--- config.mk ---
export PLATFORM = sky130hd
export DESIGN_NAME = alarm_arm_sequencer_flat
export DESIGN_NICKNAME = d
export VERILOG_FILES = /design/src/rtl/alarm_arm_sequencer_pkg.sv /design/src/rtl/alarm_arm_sequencer_if.sv /design/src/rtl/alarm_arm_sequencer_sensor_debounce.sv /design/src/rtl/alarm_arm_sequencer.sv /design/src/flat_wrapper.sv
export SDC_FILE = /design/constraint.sdc
export NUM_CORES = 1
export LEC_CHECK = 0
export ABC_AREA = 0
export BUFFER_PORTS_ARGS = -buffer_cell sky130_fd_sc_hd__buf_2
export CAP_MARGIN = 40
export CORE_UTILIZATION = 34
export CTS_BUF_LIST = sky130_fd_sc_hd__clkbuf_8
export DETAILED_ROUTE_END_ITERATION = 10
export HOLD_SLACK_MARGIN = 0.06
export PLACE_DENSITY_LB_ADDON = 0.25
export SLEW_MARGIN = 10
export SYNTH_ARGS = -nofsm -noshare
export SYNTH_HDL_FRONTEND = slang
export SYNTH_HIERARCHICAL = 1
export SYNTH_SLANG_ARGS = --single-unit
--- constraint.sdc ---
create_clock -name clk -period 3.75 [get_ports clk]
set_input_delay 0.75 -clock clk [delete_from_list [all_inputs] [get_ports clk]]
set_output_delay 0.75 -clock clk [all_outputs]
set_load 0.02 [all_outputs]
--- src/rtl/alarm_arm_sequencer_pkg.sv ---
// Shared definitions for the arming/alarm sequencer: state codes and zone bit positions.
package alarm_pkg;

    typedef enum logic [2:0] {
        ST_DISARMED    = 3'd0,
        ST_EXIT_DELAY  = 3'd1,
        ST_ARMED       = 3'd2,
        ST_ENTRY_DELAY = 3'd3,
        ST_ALARM       = 3'd4,
        ST_SILENCED    = 3'd5
    } state_t;

    localparam int ZONE_DOOR   = 0;
    localparam int ZONE_WINDOW = 1;
    localparam int ZONE_MOTION = 2;

endpackage

--- src/rtl/alarm_arm_sequencer_if.sv ---
// User/sensor inputs and display-side outputs of the arming sequencer.
interface alarm_arm_sequencer_if;

    logic       ena;
    logic       arm_req;
    logic       manual_reset;
    logic       door;
    logic       window;
    logic       motion;
    logic [2:0] state;
    logic       alarm_active;
    logic       warn;
    logic [7:0] countdown;
    logic [2:0] zones;
    logic       arm_fault;

    modport master (
        output ena, arm_req, manual_reset, door, window, motion,
        input  state, alarm_active, warn, countdown, zones, arm_fault
    );

    modport slave (
        input  ena, arm_req, manual_reset, door, window, motion,
        output state, alarm_active, warn, countdown, zones, arm_fault
    );

endinterface

--- src/rtl/alarm_arm_sequencer_sensor_debounce.sv ---
// Two-flop synchroniser followed by a consecutive-high debouncer with rise detect.
module sensor_debounce #(
    parameter int DEBOUNCE_CYC = 16
) (
    input  logic clk,
    input  logic rst_n,
    input  logic ena,
    input  logic raw,
    output logic trip,
    output logic trip_rise
);

    localparam int CW = $clog2(DEBOUNCE_CYC + 1);
    localparam logic [CW-1:0] CNT_LAST = CW'(DEBOUNCE_CYC - 1);

    logic          sync_1;
    logic          sync_2;
    logic          trip_d;
    logic [CW-1:0] cnt;

    always_ff @(posedge clk or negedge rst_n) begin
        if (!rst_n) begin
            sync_1 <= 1'b0;
            sync_2 <= 1'b0;
            trip_d <= 1'b0;
            trip   <= 1'b0;
            cnt    <= '0;
        end else if (ena) begin
            sync_1 <= raw;
            sync_2 <= sync_1;
            trip_d <= trip;
            if (!sync_2) begin
                cnt  <= '0;
                trip <= 1'b0;
            end else if (!trip) begin
                // the sample that completes the run sets trip directly
                if (cnt == CNT_LAST) trip <= 1'b1;
                else                 cnt  <= cnt + CW'(1);
            end
        end
    end

    assign trip_rise = trip & ~trip_d;

endmodule

--- src/rtl/alarm_arm_sequencer.sv ---
// Arming/alarm sequencer: prescaler, state machine, countdown and zone latch.
//  state          | meaning
//  ST_DISARMED    | idle, waiting for arm_req with all zones quiet
//  ST_EXIT_DELAY  | leaving the premises, zones ignored, counting down
//  ST_ARMED       | watching all zones
//  ST_ENTRY_DELAY | door opened, counting down to alarm
//  ST_ALARM       | alarm sounding, counting down to auto-silence
//  ST_SILENCED    | alarm timed out, zones held, re-trigger on any new trip
module alarm_arm_sequencer
    import alarm_pkg::*;
#(
    parameter int TICK_DIV        = 25_000_000,
    parameter int EXIT_DELAY_S    = 10,
    parameter int ENTRY_DELAY_S   = 8,
    parameter int ALARM_TIMEOUT_S = 120,
    parameter int DEBOUNCE_CYC    = 16
) (
    input  logic                  clk,
    input  logic                  rst_n,
    alarm_arm_sequencer_if.slave  bus
);

    localparam int PW = $clog2(TICK_DIV);
    localparam logic [PW-1:0] PRESC_MAX = PW'(TICK_DIV - 1);
    localparam logic [7:0] EXIT_LD    = 8'(EXIT_DELAY_S);
    localparam logic [7:0] ENTRY_LD   = 8'(ENTRY_DELAY_S);
    localparam logic [7:0] TIMEOUT_LD = 8'(ALARM_TIMEOUT_S);

    logic [2:0]    trip, trip_rise;
    state_t        state_q, state_nx;
    logic [PW-1:0] presc_q, presc_nx;
    logic [7:0]    cnt_q, cnt_nx;
    logic [2:0]    zones_q, zones_nx;
    logic          warn_q, warn_nx;
    logic          alarm_q, fault_q, fault_nx;
    logic          arm_req_q;
    logic          tick, instant, arm_rise;

    sensor_debounce #(.DEBOUNCE_CYC(DEBOUNCE_CYC)) u_db_door (
        .clk(clk), .rst_n(rst_n), .ena(bus.ena), .raw(bus.door),
        .trip(trip[ZONE_DOOR]), .trip_rise(trip_rise[ZONE_DOOR]));
    sensor_debounce #(.DEBOUNCE_CYC(DEBOUNCE_CYC)) u_db_window (
        .clk(clk), .rst_n(rst_n), .ena(bus.ena), .raw(bus.window),
        .trip(trip[ZONE_WINDOW]), .trip_rise(trip_rise[ZONE_WINDOW]));
    sensor_debounce #(.DEBOUNCE_CYC(DEBOUNCE_CYC)) u_db_motion (
        .clk(clk), .rst_n(rst_n), .ena(bus.ena), .raw(bus.motion),
        .trip(trip[ZONE_MOTION]), .trip_rise(trip_rise[ZONE_MOTION]));

    assign tick     = (presc_q == PRESC_MAX);
    assign instant  = trip[ZONE_WINDOW] | trip[ZONE_MOTION];
    assign arm_rise = bus.arm_req & ~arm_req_q;

    always_comb begin
        state_nx = state_q;
        cnt_nx   = cnt_q;
        zones_nx = zones_q;
        warn_nx  = warn_q;
        fault_nx = 1'b0;
        if (bus.manual_reset || !bus.arm_req) begin
            state_nx = ST_DISARMED;
            cnt_nx   = 8'd0;
            zones_nx = 3'b000;
            warn_nx  = 1'b0;
        end else begin
            case (state_q)
                ST_DISARMED: begin
                    if (|trip) begin
                        fault_nx = arm_rise;
                    end else begin
                        state_nx = ST_EXIT_DELAY;
                        cnt_nx   = EXIT_LD;
                        warn_nx  = 1'b1;
                    end
                end
                ST_EXIT_DELAY: begin
                    if (tick) begin
                        warn_nx = ~warn_q;
                        if (cnt_q <= 8'd1) begin
                            state_nx = ST_ARMED;
                            cnt_nx   = 8'd0;
                            warn_nx  = 1'b0;
                        end else begin
                            cnt_nx = cnt_q - 8'd1;
                        end
                    end
                end
                ST_ARMED: begin
                    zones_nx = zones_q | trip;
                    if (instant) begin
                        state_nx = ST_ALARM;
                        cnt_nx   = TIMEOUT_LD;
                    end else if (trip[ZONE_DOOR]) begin
                        state_nx = ST_ENTRY_DELAY;
                        cnt_nx   = ENTRY_LD;
                        warn_nx  = 1'b1;
                    end
                end
                ST_ENTRY_DELAY: begin
                    zones_nx = zones_q | trip;
                    if (instant || (tick && cnt_q <= 8'd1)) begin
                        state_nx = ST_ALARM;
                        cnt_nx   = TIMEOUT_LD;
                        warn_nx  = 1'b0;
                    end else if (tick) begin
                        warn_nx = ~warn_q;
                        cnt_nx  = cnt_q - 8'd1;
                    end
                end
                ST_ALARM: begin
                    zones_nx = zones_q | trip;
                    if (tick) begin
                        if (cnt_q <= 8'd1) begin
                            state_nx = ST_SILENCED;
                            cnt_nx   = 8'd0;
                        end else begin
                            cnt_nx = cnt_q - 8'd1;
                        end
                    end
                end
                ST_SILENCED: begin
                    zones_nx = zones_q | trip;
                    if (|trip_rise) begin
                        state_nx = ST_ALARM;
                        cnt_nx   = TIMEOUT_LD;
                    end
                end
                default: begin
                    state_nx = ST_DISARMED;
                    cnt_nx   = 8'd0;
                    zones_nx = 3'b000;
                    warn_nx  = 1'b0;
                end
            endcase
        end
        // timebase restarts with every state so each delay is a whole number of ticks
        if (state_nx != state_q || tick) presc_nx = '0;
        else                             presc_nx = presc_q + PW'(1);
    end

    always_ff @(posedge clk or negedge rst_n) begin
        if (!rst_n) begin
            state_q   <= ST_DISARMED;
            presc_q   <= '0;
            cnt_q     <= 8'd0;
            zones_q   <= 3'b000;
            warn_q    <= 1'b0;
            alarm_q   <= 1'b0;
            fault_q   <= 1'b0;
            arm_req_q <= 1'b0;
        end else if (bus.ena) begin
            state_q   <= state_nx;
            presc_q   <= presc_nx;
            cnt_q     <= cnt_nx;
            zones_q   <= zones_nx;
            warn_q    <= warn_nx;
            alarm_q   <= (state_nx == ST_ALARM);
            fault_q   <= fault_nx;
            arm_req_q <= bus.arm_req;
        end
    end

    assign bus.state        = state_q;
    assign bus.alarm_active = alarm_q;
    assign bus.warn         = warn_q;
    assign bus.countdown    = cnt_q;
    assign bus.zones        = zones_q;
    assign bus.arm_fault    = fault_q;

endmodule

--- src/flat_wrapper.sv ---
// flat-port wrapper written by rule: the top's interface ports become plain ports
module alarm_arm_sequencer_flat import alarm_pkg::*;
#(
    parameter int TICK_DIV        = 25_000_000,
    parameter int EXIT_DELAY_S    = 10,
    parameter int ENTRY_DELAY_S   = 8,
    parameter int ALARM_TIMEOUT_S = 120,
    parameter int DEBOUNCE_CYC    = 16
)
  (clk, rst_n, bus_ena, bus_arm_req, bus_manual_reset, bus_door, bus_window, bus_motion, bus_state, bus_alarm_active, bus_warn, bus_countdown, bus_zones, bus_arm_fault);
  alarm_arm_sequencer_if bus_i ();
  input  logic clk;
  input  logic rst_n;
  input wire logic [$bits(bus_i.ena)-1:0] bus_ena;
  input wire logic [$bits(bus_i.arm_req)-1:0] bus_arm_req;
  input wire logic [$bits(bus_i.manual_reset)-1:0] bus_manual_reset;
  input wire logic [$bits(bus_i.door)-1:0] bus_door;
  input wire logic [$bits(bus_i.window)-1:0] bus_window;
  input wire logic [$bits(bus_i.motion)-1:0] bus_motion;
  output wire logic [$bits(bus_i.state)-1:0] bus_state;
  output wire logic [$bits(bus_i.alarm_active)-1:0] bus_alarm_active;
  output wire logic [$bits(bus_i.warn)-1:0] bus_warn;
  output wire logic [$bits(bus_i.countdown)-1:0] bus_countdown;
  output wire logic [$bits(bus_i.zones)-1:0] bus_zones;
  output wire logic [$bits(bus_i.arm_fault)-1:0] bus_arm_fault;
  assign bus_i.ena = bus_ena;
  assign bus_i.arm_req = bus_arm_req;
  assign bus_i.manual_reset = bus_manual_reset;
  assign bus_i.door = bus_door;
  assign bus_i.window = bus_window;
  assign bus_i.motion = bus_motion;
  assign bus_state = bus_i.state;
  assign bus_alarm_active = bus_i.alarm_active;
  assign bus_warn = bus_i.warn;
  assign bus_countdown = bus_i.countdown;
  assign bus_zones = bus_i.zones;
  assign bus_arm_fault = bus_i.arm_fault;
  alarm_arm_sequencer #(.TICK_DIV(TICK_DIV), .EXIT_DELAY_S(EXIT_DELAY_S), .ENTRY_DELAY_S(ENTRY_DELAY_S), .ALARM_TIMEOUT_S(ALARM_TIMEOUT_S), .DEBOUNCE_CYC(DEBOUNCE_CYC)) u_core (.clk(clk), .rst_n(rst_n), .bus(bus_i));
endmodule
# Word level (Yosys, flattened, before mapping)
# Cells that the tools add are included.
# totals
register_bits	70
inputBits	8
wordCells	139
# op_classes
n_addsub	5
n_lt_le_gt_ge	1
eq_ne	27
n_mux	54
n_bitwise	11
n_reduce_logical	18
# ops
cell	n
$mux W8	9
$mux W5	9
$pmux W8 S5	1
$mux W3	11
$add A25 B1 Y25 const B	1
$eq A25 B25 Y1 const B	1
$mux W25	1
$mux W1	20
$pmux W3 S6	1
$add A5 B1 Y5 const B	3
$eq A5 B4 Y1 const B	3
$ne A2 B2 Y1 const B	6
$eq A3 B3 Y1 const B	3
$ne A3 B1 Y1 const B	3
$reduce_and A3 Y1	3
$le A8 B1 Y1 const B	1
$sub A8 B1 Y8 const B	1
$reduce_and A7 Y1	1
$eq A3 B2 Y1 const B	2
$ne A3 B2 Y1 const B	2
$pmux W3 S2	1
$reduce_and A6 Y1	1
$reduce_or A2 Y1	3
$reduce_or A3 Y1	2
other kinds (17)	27

# Longest topological paths before layout
# Gate-level depths: netlist (run 1).
# logic_depth
depth_word	9
ltp_mapped	9
ltp_nobuf	8

# Cells and area by module
# The synthesis (run 1) kept the hierarchy.
# by_module_without_submodules
mod	instances	cells_per_inst	area_each_um2	seq_area_each_um2
alarm_arm_sequencer	1	313	2765.2	1076.0
sensor_debounce	3	45	457.9	225.2

# Least setup slack after synthesis (run 1)
# No wires, ideal clock.
# synth_path
kind	register to register
start	register u_core.cnt_q[0], in the netlist u_core/bus.countdown[0]
end	register u_core.presc_q[18]
setup_ns	0.137
t_arrival_ns	2.184
t_required_ns	3.613
slack_ns	1.429
path_stages_with_launch	9
path_buffers	1
cell_sequence	dfrtp_1 > inv_1 > ha_1 > o211a_1 > a41o_2 > a21oi_2 > mux2i_1 > buf_2 > a21oi_1
# synth_between
elab_chain_len	9
word_cells_on_any_way	13
cone_classes	order compare: 1; eq/ne: 1; mux: 8; reduce/logical: 3
# synth_lines
element	line_no	source
start: declaration	alarm_arm_sequencer.sv:32	logic [7:0] cnt_q, cnt_nx;
start signal: assignment	alarm_arm_sequencer.sv:153	cnt_q <= cnt_nx;
$le A8 B1 Y1 *	alarm_arm_sequencer.sv:78, alarm_arm_sequencer.sv:100, alarm_arm_sequencer.sv:112	
$logic_and A1 B1 Y1	alarm_arm_sequencer.sv:100	if (instant || (tick && cnt_q <= 8'd1)) begin
$logic_or A1 B1 Y1	alarm_arm_sequencer.sv:100	
$mux W3	alarm_arm_sequencer.sv:100	
$pmux W3 S6 *	alarm_arm_sequencer.sv:65	case (state_q)
$mux W3 *	alarm_arm_sequencer.sv:59	if (bus.manual_reset || !bus.arm_req) begin
$ne A3 B3 Y1 *	alarm_arm_sequencer.sv:136	if (state_nx != state_q || tick) presc_nx = '0;
$logic_or A1 B1 Y1 *	alarm_arm_sequencer.sv:136	
$mux W25 *	alarm_arm_sequencer.sv:136	
end signal: assignment	alarm_arm_sequencer.sv:152	presc_q <= presc_nx;
end: declaration	alarm_arm_sequencer.sv:31	logic [PW-1:0] presc_q, presc_nx;
# Every way passes the cells marked *; elsewhere a longest branch is shown, timed or not.
# A chain may end at the register's enable or synchronous reset.

# Worst setup path after layout (run 1)
# layout_path
start	register u_core.presc_q[0]
end	register u_core.cnt_q[6], in the netlist u_core/bus.countdown[6]
# layout_between
elab_chain_len	6
word_cells_on_any_way	9
cone_classes	eq/ne: 3; mux: 3; reduce/logical: 3
# layout_lines
element	line_no	source
$eq A25 B25 Y1 *	alarm_arm_sequencer.sv:49	assign tick = (presc_q == PRESC_MAX);
$logic_and A1 B1 Y1	alarm_arm_sequencer.sv:100	
$logic_or A1 B1 Y1	alarm_arm_sequencer.sv:100	
$mux W8	alarm_arm_sequencer.sv:100	
$pmux W8 S5	alarm_arm_sequencer.sv:65	
$mux W8	alarm_arm_sequencer.sv:59	
# Marks and branches as above.

==> results of run 1 <==
cell families after synthesis:
kind of cell | after synthesis | synth area share [%]
AND/OR/NAND/NOR | 154 | 21.58
XOR/XNOR | 24 | 5.079
buffers and inverters | 49 | 4.837
multiplexers | 8 | 2.116
AO/OA/AOI/OAI | 134 | 21.34
flip-flops | 70 | 42.32
adder cells (fa/ha/maj) | 9 | 2.721
cell usage after synthesis (all sizes together) (10+ instances only):
| cell type | n |
|---|---|
| xnor2 | 11 |
| dfrtp | 70 |
| buf | 10 |
| o21ai | 27 |
| nor2 | 18 |
| nand2 | 34 |
| nand3 | 16 |
| nand4 | 10 |
| inv | 31 |
| and2 | 12 |
| xor2 | 13 |
| nor3 | 10 |
| a21oi | 45 |
sequential cells by signal, summed over array words and instances (netlist names), 3 cells and up:
register and flops:
u_core/bus.countdown 8, u_core/bus.state 3, u_core/bus.zones 3, u_core/u_db_motion/cnt 5, u_core/u_db_door/cnt 5, u_core/presc_q 25, u_core/u_db_window/cnt 5
per-stage QoR:
stage	worst slack, ps	hold slack, ps	utilization [%]	power (mW)
4_1_cts	1251	385.9	39.32	1.753
3_3_place_gp	1203	460.1	37.66	1.144
6_report	1213	373.8	39.32	1.733
3_5_place_dp	1165	474.5	37.66	1.153
5_1_grt	1015	383.3	39.32	1.839
2_1_floorplan	1429	445.3	-	1.065
layout make-up:
| cell class | instances | share of cell area (%) |
|---|---|---|
| multi-input combinational | 329 | 47.69 |
| sequential | 70 | 38.20 |
| tap | 143 | 3.902 |
| clock buffer | 12 | 3.602 |
| timing repair buffer | 29 | 3.438 |
| inverter | 31 | 2.538 |
| clock inverter | 4 | 0.6276 |
critical path, stage by stage, from the launching register on:
cell and delay, ps:
dfrtp_1 360, ha_1 260, nor4b_2 210, and4_1 370
nand4_1 210, a211oi_1 660, a211oi_1 130, o31ai_1 240
path summary, 6_finish.rpt:
check | start | endpoint | slack, ps | depth (start not counted)
hold / removal | rst_n | u_core/u_db_door/cnt[1] | 370 | 1
max in group asynchronous | rst_n | u_core/presc_q[23] | 2600 | 2
setup reg to reg | u_core/presc_q[0] | u_core/bus.countdown[6] | 1210 | 7
setup / recovery | u_core/presc_q[0] | u_core/bus.countdown[6] | 1210 | 7
min in group clk | u_core/arm_req_q | u_core/bus.arm_fault | 480 | 1
hold reg to reg | u_core/arm_req_q | u_core/bus.arm_fault | 480 | 1
metal layers:
| metal | track usage [%] | vias up |
|---|---|---|
| li1 | - | 1688 |
| met1 | 24.25 | 1672 |
| met2 | 24.76 | 111 |
| met3 | 3.942 | 19 |
| met4 | 5.867 | 0 |
| met5 | 0 | - |
power groups by stage:
stage	logic [mW]	clock network (mW)	registers, mW
after floorplan	0.194	0	0.871
after global placement	0.263	0	0.881
after detailed placement	0.270	0	0.883
after CTS	0.270	0.614	0.869
after global routing	0.304	0.655	0.879
final	0.270	0.592	0.871
==> impl_metrics.json, run 1 <==
{
  "rsz0062_at_grt": "false",
  "syn_inst": 448,
  "io_pins": 25,
  "crit_type": "reg -> reg",
  "cp_max_fo": 7,
  "wl_met2_mm": 4.472,
  "post_drt_wl_per_cell_um": 16.13,
  "cts_buffers": 9,
  "critPathArrivalTime_ps": 2790,
  "cts_root_buf": "clkbuf_8",
  "routed_via_density": 5.647,
  "syn_area_um2": 4139,
  "drt-initial-drc-count": 235,
  "synth_edf_count": 0,
  "setup_viol": 0,
  "yosys_warnings": 6,
  "async_reset_ff_share_pct": 100.0,
  "final_common_cell": "dfrtp_1",
  "htreeDepth": 3,
  "netlist.area_leader.share_pct": 42.32,
  "synth_seq_cells": 70,
  "outcome": "complete, but fails checks",
  "finClkSkew_ps": 13.08,
  "switchingPower_uw": 528.4,
  "ctsHoldBuffers": 0,
  "post-dp-hpwl_mm": 6.886,
  "post_cts_resized": 0,
  "cts_tree": "done",
  "grt_pass1_vias": 3351,
  "leakage_nw": 1.994,
  "placed_area_um2": 4392,
  "relSlewSlack_pct": 52.09,
  "grt_max_degree": 55,
  "p_int_mw": 1.205,
  "syn2layout_area_growth_pct": 10.79,
  "final_layout_size_suffix_gt1_share_pct": 13.68,
  "die_area_um2": 12620,
  "final_nets": 487,
  "seq_area_um2": 1752,
  "hold_viol": 0,
  "post-route-period-util_pct": 67.66,
  "min_period_ps": 2537,
  "overflow": 0,
  "drv_slew": 0,
  "vias": 3490,
  "clock_sinks": 70,
  "clk-insertion-delay-late_ps": 350,
  "synth.largest_area_cell": "dfrtp_1",
  "final_cells": 618,
  "grt_antenna_before_repair": 0,
  "drt-total-wl_mm": 9.970,
  "drc": 1,
  "clkTransAtPathRegs_ps": 80,
  "setup_tns_ps": 0,
  "syn-num-nets": 465,
  "violations": "DRC",
  "dr_wl_met3_um": 537,
  "track_usage_pct": 16.85,
  "synth_flop_cell": "dfrtp_1",
  "final_cell_mix": "dfrtp_1, a21oi_1, nand2_1",
  "tightest_slew_ps": 713.8,
  "fillers": 1162,
  "cap_violations": 0,
  "grt_pass1_wl_mm": 16.92,
  "start_util_pct": 35.49,
  "globalplace.congestion": 0.8389,
  "ir_worst_vdd_uv": 155.7,
  "fin_area_um2": 4586,
  "p_seq_share_pct": 50.2,
  "highest-signal-layer": "met4",
  "post_cts_buffers": 0,
  "synth_seq_area_share_pct": 42.32,
  "swShare_pct": 30.49,
  "n_antenna_cell": 0,
  "firstDrtPassIters": 8,
  "die_h_um": 112.3,
  "rows": 39,
  "postSynthAreaPerCell_um2": 9.239,
  "clkPwrFrac_pct": 34.2,
  "drt.antenna.violating_nets": 0,
  "ys_types": 71,
  "die_w_um": 112.3,
  "clk_path_buf_depth": 2,
  "critPathRequiredTime_ps": 4000,
  "m1WireLength_mm": 4.801,
  "synth.area.top_cells": "dfrtp_1, a21oi_1, nand2_1, inv_1, xor2_1",
  "hp-class": "in -> async",
  "clock.fmax_ghz": 0.3941,
  "power_density_nw_per_um2": 377.9,
  "port_buffers": 24,
  "core_um2": 11660,
  "cp-end-kind": "flop",
  "crit_path_start_kind": "flop",
  "dp.cells": 602,
  "power_frac_comb_pct": 15.6,
  "multi_input_area_um2": 2187
}
Power figures use the tool's default switching activity.
==> inputs of run 2 (changes only) <==
Clock period 3.75 ns to 2.5 ns, I/O delays scaled along.
==> impl_metrics.json, run 2 (synthesis gave the netlist of run 1 again) <==
{
  "grt_antenna_before_repair": 0,
  "post_drt_wl_per_cell_um": 15.58,
  "grt_pass1_wl_mm": 17.06,
  "ff2ff_path_depth": 8,
  "tightest_slew_ps": 681.0,
  "clk-insertion-delay-late_ps": 340,
  "die_w_um": 112.3,
  "ir_worst_vdd_uv": 213.5,
  "setup_viol": 0,
  "critPathLaunch": "u_core/bus.countdown[0]",
  "drt-initial-drc-count": 183,
  "critPathArrivalTime_ps": 2530,
  "post_cts_buffers": 0,
  "final_layout_size_suffix_gt1_share_pct": 16.60,
  "worstPathCellList": "inv_1, ha_1, o211a_1, a41o_2, a21oi_2, mux2i_1, buf_4, a21oi_1",
  "grt_pass1_vias": 3596,
  "critPathSlowestCell": "dfrtp_1",
  "largest_register_ffs": 25,
  "relSlewSlack_pct": 54.18,
  "r2r_start": "u_core/bus.countdown[0]",
  "globalplace.congestion": 0.8662,
  "clock.fmax_ghz": 0.4316,
  "routed_via_density": 5.557,
  "critPathRequiredTime_ps": 2710,
  "final_common_cell": "dfrtp_1",
  "syn2layout_area_growth_pct": 14.27,
  "leakage_nw": 2.100,
  "rsz0062_at_grt": "false",
  "clock_sinks": 70,
  "post_cts_resized": 0,
  "setup_tns_ps": 0,
  "ctsHoldBuffers": 0,
  "core_um2": 11660,
  "final_cell_mix": "dfrtp_1, a21oi_1, inv_1, nand2_1, buf_2",
  "track_usage_pct": 16.79,
  "crit_path_end": "u_core/presc_q[6]",
  "die_h_um": 112.3,
  "start_util_pct": 35.49,
  "final_cells": 637,
  "hp-class": "in -> async",
  "drt.antenna.violating_nets": 0,
  "crit_type": "reg -> reg",
  "port_buffers": 24,
  "outcome": "complete, but fails checks",
  "n_antenna_cell": 0,
  "reg2reg_slack_ps": 180,
  "cts_tree": "done",
  "grt_max_degree": 71,
  "pre_cts_slack_ps": 144.2,
  "htreeDepth": 3,
  "io_pins": 25,
  "drc": 1,
  "drv_slew": 0,
  "crit_path_start_kind": "flop",
  "drt-total-wl_mm": 9.927,
  "clkTransAtPathRegs_ps": 80,
  "cts_buffers": 9,
  "violations": "DRC",
  "firstDrtPassIters": 8,
  "regMostFlops": "u_core/presc_q",
  "final_nets": 506,
  "cp_max_fo": 19,
  "fillers": 1151,
  "vias": 3540,
  "rows": 39,
  "cts_root_buf": "clkbuf_8",
  "power_density_nw_per_um2": 537.9,
  "cp-end-kind": "flop",
  "cap_violations": 0,
  "min_period_ps": 2317,
  "die_area_um2": 12620,
  "hold_viol": 0,
  "cpPeakStageDelay_ps": 470,
  "post-route-period-util_pct": 92.68,
  "finClkSkew_ps": 11.17,
  "overflow": 0,
  "setup_ws_ps": 183.1,
  "clk_path_buf_depth": 2,
  "r2r-end": "u_core/presc_q[6]",
  "dp.cells": 621,
  "post-dp-hpwl_mm": 6.983
}
==> run 2: routing by layer <==
metal  up-vias  track usage [%]  part of all wire, %
li1       1740                -                    -
met1      1752            21.87                   48
met2        46            27.62                   49
met3         2            3.456                  2.8
met4         0            6.222                 0.49
met5         -                0                    0
==> run 2: how the worst min path moves through the flow <==
stage / from / end / cells past startpoint
final: rst_n / u_core/u_db_motion/cnt[3] / 2
after global routing: rst_n / u_core/u_db_motion/cnt[3] / 2
after CTS: rst_n / u_core/u_db_motion/cnt[3] / 2
after detailed placement: u_core/arm_req_q / u_core/bus.arm_fault / 1
after global placement: u_core/arm_req_q / u_core/bus.arm_fault / 1
after floorplan: rst_n / u_core/arm_req_q / 0
==> run 2: through the flow <==
step	hold WS, ps	cell area (µm²)	utilization, %	power (mW)
floorplan	204.4	4139	-	1.597
global placement	460.3	4559	39.09	1.751
detailed placement	466.6	4559	39.09	1.763
CTS	183.8	4728	40.54	2.586
global route	198.7	4730	40.55	2.703
finish	164.6	4730	40.55	2.544
==> run 2: worst max-delay path, delay by kind of cell (launching register included) <==
family          cells  cell delay (ps)
mux                 1              250
fa+ha+maj           1              250
flops               1              470
buf+inv             2              340
compound gates      4              870
==> run 2: final cells by class <==
cell class                      count  area [µm²]  share of cell area [%]
Clock buffer                       10       137.6                   2.910
Multi-Input combinational cell    329        2188                   46.27
Clock inverter                      6       31.28                  0.6614
Timing Repair Buffer               48       325.3                   6.878
Inverter                           31       116.4                   2.460
Sequential cell                    70        1752                   37.04
Tap cell                          143       178.9                   3.783
==> run 2: report_power, final <==
part / total, mW / leakage [nW] / switching [mW] / internal [mW]
clock: 0.803 / 0.0921 / 0.428 / 0.375
sequential: 1.30 / 0.950 / 0.0905 / 1.20
combinational: 0.446 / 1.06 / 0.260 / 0.186
